`src/rtl/quota_stream_ctrl.sv`:
```
// Converts one signed quantised operand per handshake into a BITSTREAM-beat stochastic bitstream.
// Build option QUOTA_BITREV_EN: compare the bit-reversed beat count (spread ones) instead of a thermometer.
module quota_stream_ctrl #(
  parameter int unsigned BITSTREAM = 64,
  parameter int unsigned QUANT     = 8
) (
  input  logic                         clk,
  input  logic                         rst_n,
  input  logic                         clr,
  input  logic                         in_valid,
  output logic                         in_ready,
  input  logic [QUANT-1:0]             in_data,
  output logic                         out_valid,
  input  logic                         out_ready,
  output logic                         out_bit,
  output logic                         out_first,
  output logic                         out_last,
  output logic [$clog2(BITSTREAM):0]   quota,
  output logic                         busy
);

  localparam int unsigned CntW    = $clog2(BITSTREAM);
  localparam int unsigned Shift   = QUANT - CntW;
  localparam int unsigned RoundSh = (Shift > 0) ? Shift - 1 : 0;
  localparam logic [QUANT:0]   RoundInc = (QUANT + 1)'(1) << RoundSh;
  localparam logic [CntW-1:0]  LastCnt  = CntW'(BITSTREAM - 1);

  if ((BITSTREAM < 2) || ((BITSTREAM & (BITSTREAM - 1)) != 0)) begin : g_bad_bitstream
    $error("BITSTREAM must be a power of two");
  end
  if (QUANT <= CntW) begin : g_bad_quant
    $error("QUANT must exceed clog2(BITSTREAM)");
  end

  typedef enum logic [0:0] {StIdle, StStream} state_e;

  state_e            state_q;
  logic [CntW-1:0]   cnt_q;
  logic [CntW:0]     quota_q;
  logic              out_valid_q, out_bit_q, out_first_q, out_last_q, busy_q;

  // Flipping the sign bit biases the two's-complement operand to 0..2^QUANT-1.
  logic [QUANT:0]    off, rounded;
  logic [CntW:0]     quota_calc;
  logic [CntW-1:0]   cnt_inc;
  logic              beat_acc, last_beat;

  assign off        = {1'b0, ~in_data[QUANT-1], in_data[QUANT-2:0]};
  assign rounded    = off + RoundInc;
  assign quota_calc = (CntW + 1)'(rounded >> Shift);
  assign cnt_inc    = cnt_q + 1'b1;
  assign last_beat  = (cnt_q == LastCnt);
  assign beat_acc   = out_valid_q && out_ready;

  assign in_ready  = (state_q == StIdle) || (last_beat && out_ready);
  assign out_valid = out_valid_q;
  assign out_bit   = out_bit_q;
  assign out_first = out_first_q;
  assign out_last  = out_last_q;
  assign quota     = quota_q;
  assign busy      = busy_q;

  function automatic logic beat_bit(input logic [CntW-1:0] c, input logic [CntW:0] q);
    logic [CntW-1:0] cmp;
`ifdef QUOTA_BITREV_EN
    for (int i = 0; i < int'(CntW); i++) begin
      cmp[i] = c[CntW-1-i];
    end
`else
    cmp = c;
`endif
    return ({1'b0, cmp} < q);
  endfunction

  always_ff @(posedge clk or negedge rst_n) begin
    if (!rst_n) begin
      state_q     <= StIdle;
      cnt_q       <= '0;
      quota_q     <= '0;
      out_valid_q <= 1'b0;
      out_bit_q   <= 1'b0;
      out_first_q <= 1'b0;
      out_last_q  <= 1'b0;
      busy_q      <= 1'b0;
    end else if (clr) begin
      // Abort drops the partial stream; quota_q intentionally keeps its value.
      state_q     <= StIdle;
      cnt_q       <= '0;
      out_valid_q <= 1'b0;
      out_bit_q   <= 1'b0;
      out_first_q <= 1'b0;
      out_last_q  <= 1'b0;
      busy_q      <= 1'b0;
    end else begin
      unique case (state_q)
        StIdle: begin
          if (in_valid) begin
            state_q     <= StStream;
            quota_q     <= quota_calc;
            cnt_q       <= '0;
            out_valid_q <= 1'b1;
            out_bit_q   <= beat_bit('0, quota_calc);
            out_first_q <= 1'b1;
            out_last_q  <= 1'b0;
            busy_q      <= 1'b1;
          end
        end
        StStream: begin
          if (beat_acc) begin
            if (last_beat) begin
              if (in_valid) begin
                quota_q     <= quota_calc;
                cnt_q       <= '0;
                out_bit_q   <= beat_bit('0, quota_calc);
                out_first_q <= 1'b1;
                out_last_q  <= 1'b0;
              end else begin
                state_q     <= StIdle;
                cnt_q       <= '0;
                out_valid_q <= 1'b0;
                out_bit_q   <= 1'b0;
                out_first_q <= 1'b0;
                out_last_q  <= 1'b0;
                busy_q      <= 1'b0;
              end
            end else begin
              cnt_q       <= cnt_inc;
              out_bit_q   <= beat_bit(cnt_inc, quota_q);
              out_first_q <= 1'b0;
              out_last_q  <= (cnt_inc == LastCnt);
            end
          end
        end
        default: state_q <= StIdle;
      endcase
    end
  end

endmodule
```
`config.mk`:
```
export PLATFORM = sky130hd
export DESIGN_NAME = quota_stream_ctrl
export DESIGN_NICKNAME = d
export VERILOG_FILES = /design/src/rtl/quota_stream_ctrl.sv
export SDC_FILE = /design/constraint.sdc
export NUM_CORES = 1
export LEC_CHECK = 0
export CORE_MARGIN = 5
export CORE_UTILIZATION = 53
export DETAILED_ROUTE_END_ITERATION = 8
export PLACE_DENSITY = 0.84
export SKIP_LAST_GASP = 1
export SLEW_MARGIN = 0
export SYNTH_ARGS = -nofsm -noshare
export SYNTH_HDL_FRONTEND = slang
export SYNTH_SLANG_ARGS = --single-unit
```
`constraint.sdc`:
```
create_clock -name clk -period 4.1 [get_ports clk]
set_input_delay 0.615 -clock clk [delete_from_list [all_inputs] [get_ports clk]]
set_output_delay 0.615 -clock clk [all_outputs]
set_load 0.02 [all_outputs]
```
==> results of run 1 <==
==> logic make-up (layout without fill, tap and decap cells) <==
family / Yosys count / after routing
simple gates: 48 / 48
compound gates: 28 / 28
flops: 18 / 18
buf+inv: 11 / 36
xor+xnor: 10 / 10
fa+ha+maj: 8 / 8
mux: 3 / 3
==> layer usage <==
metal  track usage [%]  wire, um
met5                 0         0
met1             20.37      1084
met2             32.39      1318
met4             7.119        31
met3             2.523        88
==> cell type report <==
class	count	area share, %
multi-input cells	97	44.71
well taps	27	2.362
repair buffers	24	16.80
inverters	8	2.100
flip-flops and latches	18	31.50
clock buffers	4	2.537
==> synth_stat cells, types with 2 or more instances <==
| cell type | instances |
|---|---|
| o21ai_1 | 7 |
| nand3_1 | 5 |
| xnor2_1 | 6 |
| and3_1 | 3 |
| xor2_1 | 4 |
| nand2_1 | 15 |
| buf_2 | 2 |
| mux2_1 | 2 |
| nor2_1 | 14 |
| a31oi_1 | 2 |
| inv_1 | 8 |
| a21oi_1 | 9 |
| nor2b_1 | 2 |
| dfrtp_1 | 18 |
| ha_1 | 8 |
| nand4_1 | 2 |
==> where the power goes <==
| part | total [mW] | switching (mW) | internal [mW] |
|---|---|---|---|
| registers | 0.204 | 0.0117 | 0.192 |
| clock network | 0.114 | 0.0596 | 0.0541 |
| logic | 0.121 | 0.0641 | 0.0565 |
==> flip-flops by register name, indices dropped and copies added, names as in the netlist <==
| name | flops |
|---|---|
| out_first | 1 |
| out_bit | 1 |
| busy | 1 |
| cnt_q | 6 |
| state_q | 1 |
| out_last | 1 |
| quota | 7 |
==> worst min-delay path, cell delays in order, from the launching register on <==
cell and delay (ns):
dfrtp_1 0.36, nand2_1 0.05, o31ai_1 0.05
==> worst max path at each step <==
stage,from,end,cells after the start
floorplan,cnt_q[1]$_DFFE_PN0P_,out_bit$_DFFE_PN0P_,9
global placement,in_valid,out_bit$_DFFE_PN0P_,6
detailed placement,in_valid,out_bit$_DFFE_PN0P_,6
CTS,cnt_q[1]$_DFFE_PN0P_,in_ready,6
global route,cnt_q[1]$_DFFE_PN0P_,in_ready,6
finish,cnt_q[1]$_DFFE_PN0P_,in_ready,6
==> cell usage in the layout, fill, tap and decap left out, types with 2 or more instances in the layout <==
| master | count |
|---|---|
| clkdlybuf4s50_1 | 24 |
| and3_1 | 3 |
| mux2_1 | 2 |
| dfrtp_1 | 18 |
| ha_1 | 8 |
| xor2_1 | 4 |
| xnor2_1 | 6 |
| clkbuf_4 | 3 |
| nand4_1 | 2 |
| nor2b_1 | 2 |
| nand3_1 | 5 |
| nand2_1 | 15 |
| nor2_1 | 14 |
| a31oi_1 | 2 |
| inv_1 | 8 |
| o21ai_1 | 7 |
| a21oi_1 | 9 |
==> per-stage QoR <==
step                      utilization (%)  setup WS, ns  cell area (um2)
after floorplan                         -         2.258             1137
after global placement              69.63         1.406             1394
after detailed placement            69.63         1.326             1394
after CTS                           71.44         1.310             1430
after global routing                71.44         1.134             1430
final                               71.44         1.251             1430
==> out/metrics.yaml, run 1 <==
outcome:
  outcome: "finished clean"
place:
  hpwl_um: 1999
  gp_congestion: 0.8162
  place_inst: 174
  port_buffers: 24
timing:
  finClkSkew_ns: 0.009778
  slew_violations: 0
  whs_ns: 0.4875
  post-route-min-period_ns: 2.849
  worst_pin_slew_ns: 0.8179
  max_freq_mhz: 351.0
  period_share_pct: 69.49
  hold_viol: 0
  setup_tns_ns: 0
  rsz0062_at_grt: "false"
  final-setup-viol-count: 0
  max_slew_margin_pct: 45.31
worst_setup_path:
  r2r_end: "out_bit$_DFFE_PN0P_"
  r2r_start: "cnt_q[1]$_DFFE_PN0P_"
  path_class: "reg -> out"
  crit_arrival_ns: 2.23
  critPathMaxStageDelay_ns: 0.62
  cp_top_family: "simple AND/OR/NAND/NOR gates"
  reg2regPathDepth: 9
  crit_path_start_kind: "flip-flop"
  cp_num_buf_inv: 1
  cpMostUsedCell: "nand2_1"
  crit_path_cell_trace: "ha_1 > nand3_2 > nor2_1 > nand2_1 > nand2_1 > clkdlybuf4s50_1"
  reg2reg_slack_ns: 2.07
  slowest_stage: "clkdlybuf4s50_1"
  crit_fanout: 5
  cp-end-kind: "output pin"
  required_ns: 3.48
drt:
  firstDrtPassIters: 4
  drtIter0Drc: 27
  totalWireLength_um: 2523
  drc: 0
  via_count: 993
  ant_nets: 0
  wire_per_inst_um: 14.17
  viasPerCell: 5.579
floorplan:
  start_util_pct: 56.81
  die_h_um: 56.33
  die_w_um: 56.33
  coreArea_um2: 2002
  pin_count: 26
  rows: 16
  die-area_um2: 3173
final_layout:
  diodes: 0
  seqCellArea_um2: 450.4
  area_delta_synth_final_pct: 25.74
  finalNonFillerCells: 178
  fillers: 168
  nets: 173
  drive_above_1_share_pct: 5.960
  multi_input_area_um2: 639.4
yosys:
  netlist.area_leader.share_pct: 39.60
  syn-num-nets: 147
  yosysTopAreaCell: "dfrtp_1"
  synth_seq_cells: 18
  yosysWarningCount: 0
  ys_async_sr_fraction_pct: 100.0
  yosys.area_share.xor_xnor_pct: 7.701
  synth.cell_area_um2: 1137
  ys_types: 35
  yosys.area_share.simple_pct: 20.68
  syn_area_per_cell_um2: 9.027
  synth_top_family_by_area: "simple AND/OR/NAND/NOR gates"
  synthCells: 126
  seq_area_frac_synth_pct: 39.60
  synth-adder-area-share_pct: 8.801
  synth.area.mux_share_pct: 2.860
  synth_edf_count: 0
  synth_ff_type: "dfrtp_1"
  synth_compound_area_share_pct: 16.17
  synth.area.top_cells: "dfrtp_1 40%, ha_1 8.8%, nand2_1 5.0%"
clock_network:
  worstSkewPairLatency_ns: 0.30
  cts_setup_buffers: 0
  cts.root.buffer_cell: "clkbuf_4"
  htreeDepth: 1
  cts_buffer_depth: 2
  clkSinkCount: 18
  path_clk_slew_ns: 0.10
  cts.repair.resized: 0
  numCtsBuffers: 3
  cts_tree: "built"
  ctsHoldBuffers: 0
worst_hold_path:
  hp-start: "out_last$_DFFE_PN0P_"
  hp-class: "reg -> reg"
  hold_path_depth: 2
  worstHoldEndpoint: "out_last$_DFFE_PN0P_"
job:
  drv_cap: 0
power_and_ir_drop:
  ir_drop_mv: 0.2486
  power_uw: 438.3
  cellPowerDensity_nw_per_um2: 306.5
  leakagePower_nw: 0.6541
global_routing:
  grt.overflow.total: 0
  grt_util_all_layers_pct: 17.67
  grt_first_pass_wirelength_um: 4498
  grt_pass1_vias: 1035
  grt_max_degree: 19
  antenna_found_initial: 0
Power figures use the tool's default switching activity.
==> run 2: changes to the inputs <==
Settings changed: CORE_UTILIZATION 53 to 44, PLACE_DENSITY 0.84 to 0.74.
Clock period 4.1 ns to 2.6 ns, I/O delays scaled along.
==> out/metrics.yaml, run 2 (synthesized netlist as in run 1, its figures left out) <==
power_and_ir_drop:
  leakagePower_nw: 0.6591  # +0.76%
  ir_drop_mv: 0.3391  # +36%
  cellPowerDensity_nw_per_um2: 477.0  # +56%
  power_uw: 688.7  # +57%
drt:
  firstDrtPassIters: 4  # unchanged
  drc: 0  # unchanged
  met2_length_um: 1195  # -9.3%
  met1_length_um: 1076  # -0.74%
  totalWireLength_um: 2396  # -5.0%
  viasPerCell: 5.313  # -4.8%
  ant_nets: 0  # unchanged
  via_count: 967  # -2.6%
  wl_met3_um: 86  # -2.3%
  top_layer_used: "met4"
  drtIter0Drc: 15  # -44%
  wire_per_inst_um: 13.16  # -7.1%
timing:
  finClkSkew_ns: 0.0005739  # -0.009204 ns
  final-setup-viol-count: 0  # unchanged
  slew_violations: 0  # unchanged
  whs_ns: 0.4945  # +0.007035 ns
  post-route-min-period_ns: 2.457
  layout_setup_ws_ns: 0.1425  # -1.109 ns
  max_slew_margin_pct: 44.36  # -0.95 points
  hold_viol: 0  # unchanged
  worst_pin_slew_ns: 0.8321  # +0.01421 ns
  max_freq_mhz: 406.9
  setup_tns_ns: 0  # unchanged
  period_share_pct: 94.52
  rsz0062_at_grt: "false"
worst_setup_path:
  cp-end-kind: "output pin"
  required_ns: 2.21  # -1.27 ns
  crit_path_start_kind: "flip-flop"
  path_class: "reg -> out"
  crit_fanout: 5  # unchanged
  crit_arrival_ns: 2.07  # -0.16 ns
place:
  place_inst: 178  # +2.3%
  port_buffers: 24  # unchanged
  hpwl_um: 1917  # -4.1%
  dpl_cell_area_um2: 1405  # +0.81%
  gp_congestion: 0.7650  # -6.3%
  dp_slack_ns: 0.4285  # -0.8979 ns
final_layout:
  final_cell_mix: "24 x clkdlybuf4s50_1, 18 x dfrtp_1, 15 x nand2_1"
  fin_util_pct: 58.28  # -13 points
  nets: 174  # +0.58%
  final_cell_area_um2: 1444  # +0.96%
  area_delta_synth_final_pct: 26.95
  finalNonFillerCells: 182  # +2.2%
  diodes: 0  # unchanged
  final_common_cell: "clkdlybuf4s50_1"
  largest_reg_flops: 7  # unchanged
  drive_above_1_share_pct: 7.237  # +1.3 points
global_routing:
  grt_pass1_vias: 941  # -9.1%
  grt_first_pass_wirelength_um: 4188  # -6.9%
  antenna_found_initial: 0  # unchanged
  grt_util_all_layers_pct: 15.14  # -2.5 points
  grt.overflow.total: 0  # unchanged
  grt_max_degree: 19  # unchanged
floorplan:
  coreArea_um2: 2477  # +24%
  die_w_um: 60.84  # +8.0%
  start_util_pct: 45.91  # -11 points
  die-area_um2: 3702  # +17%
  rows: 18  # +2
  die_h_um: 60.84  # +8.0%
  pin_count: 26  # unchanged
clock_network:
  numCtsBuffers: 3  # unchanged
  path_clk_slew_ns: 0.11  # about the same
  htreeDepth: 1  # unchanged
  cts.root.buffer_cell: "clkbuf_4"
  cts_tree: "built"
  clkSinkCount: 18  # unchanged
  cts_buffer_depth: 2  # unchanged
  cts_setup_buffers: 0  # unchanged
  worstSkewPairLatency_ns: 0.30  # about the same
job:
  drv_cap: 0  # unchanged
worst_hold_path:
  hp-class: "reg -> reg"
outcome:
  outcome: "finished clean"
-- run 2: layout make-up --
type                            instances  area (um2)
Multi-Input combinational cell         97       641.9
Inverter                                8       30.03
Sequential cell                        18       450.4
Timing Repair Buffer                   25       247.7
Tap cell                               30       37.54
Fill cell                             235        1033
Clock buffer                            4       36.28
-- run 2: critical path: stages (launching register included) --
cell and delay [ns]:
dfrtp_1 0.43, ha_1 0.26, nand3_2 0.14, nor2_2 0.17, nand2_1 0.10, nand2_1 0.07, clkdlybuf4s50_1 0.59
-- run 2: metal layers --
| layer | global-route usage (%) | vias up |
|---|---|---|
| met5 | 0 | - |
| met4 | 6.502 | 0 |
| met3 | 2.979 | 4 |
| met2 | 24.58 | 19 |
| met1 | 19.53 | 444 |
| li1 | - | 500 |
-- run 2: path summary, 6_finish.rpt --
check	from	to	slack, ns	depth (start not counted)
max in group asynchronous	rst_n	state_q$_DFF_PN0_	1.53	1
hold reg to reg	out_last$_DFFE_PN0P_	out_last$_DFFE_PN0P_	0.49	2
min in group asynchronous	rst_n	out_last$_DFFE_PN0P_	0.56	1
setup / recovery	cnt_q[0]$_DFFE_PN0P_	in_ready	0.14	6
setup reg to reg	cnt_q[0]$_DFFE_PN0P_	out_bit$_DFFE_PN0P_	0.55	9
hold / removal	out_last$_DFFE_PN0P_	out_last$_DFFE_PN0P_	0.49	2
-- run 2: repair_timing --
action | in CTS | in global routing
endpoints found under the setup margin | 0 | 1
hold buffers | 0 | 0
gates resized for setup | 0 | 1
-- run 2: power breakdown --
| part | switching [mW] | total, mW | internal (mW) |
|---|---|---|---|
| Sequential | 0.0180 | 0.321 | 0.303 |
| Clock | 0.0925 | 0.178 | 0.0854 |
| Combinational | 0.0994 | 0.190 | 0.0902 |
| Total | 0.210 | 0.689 | 0.479 |
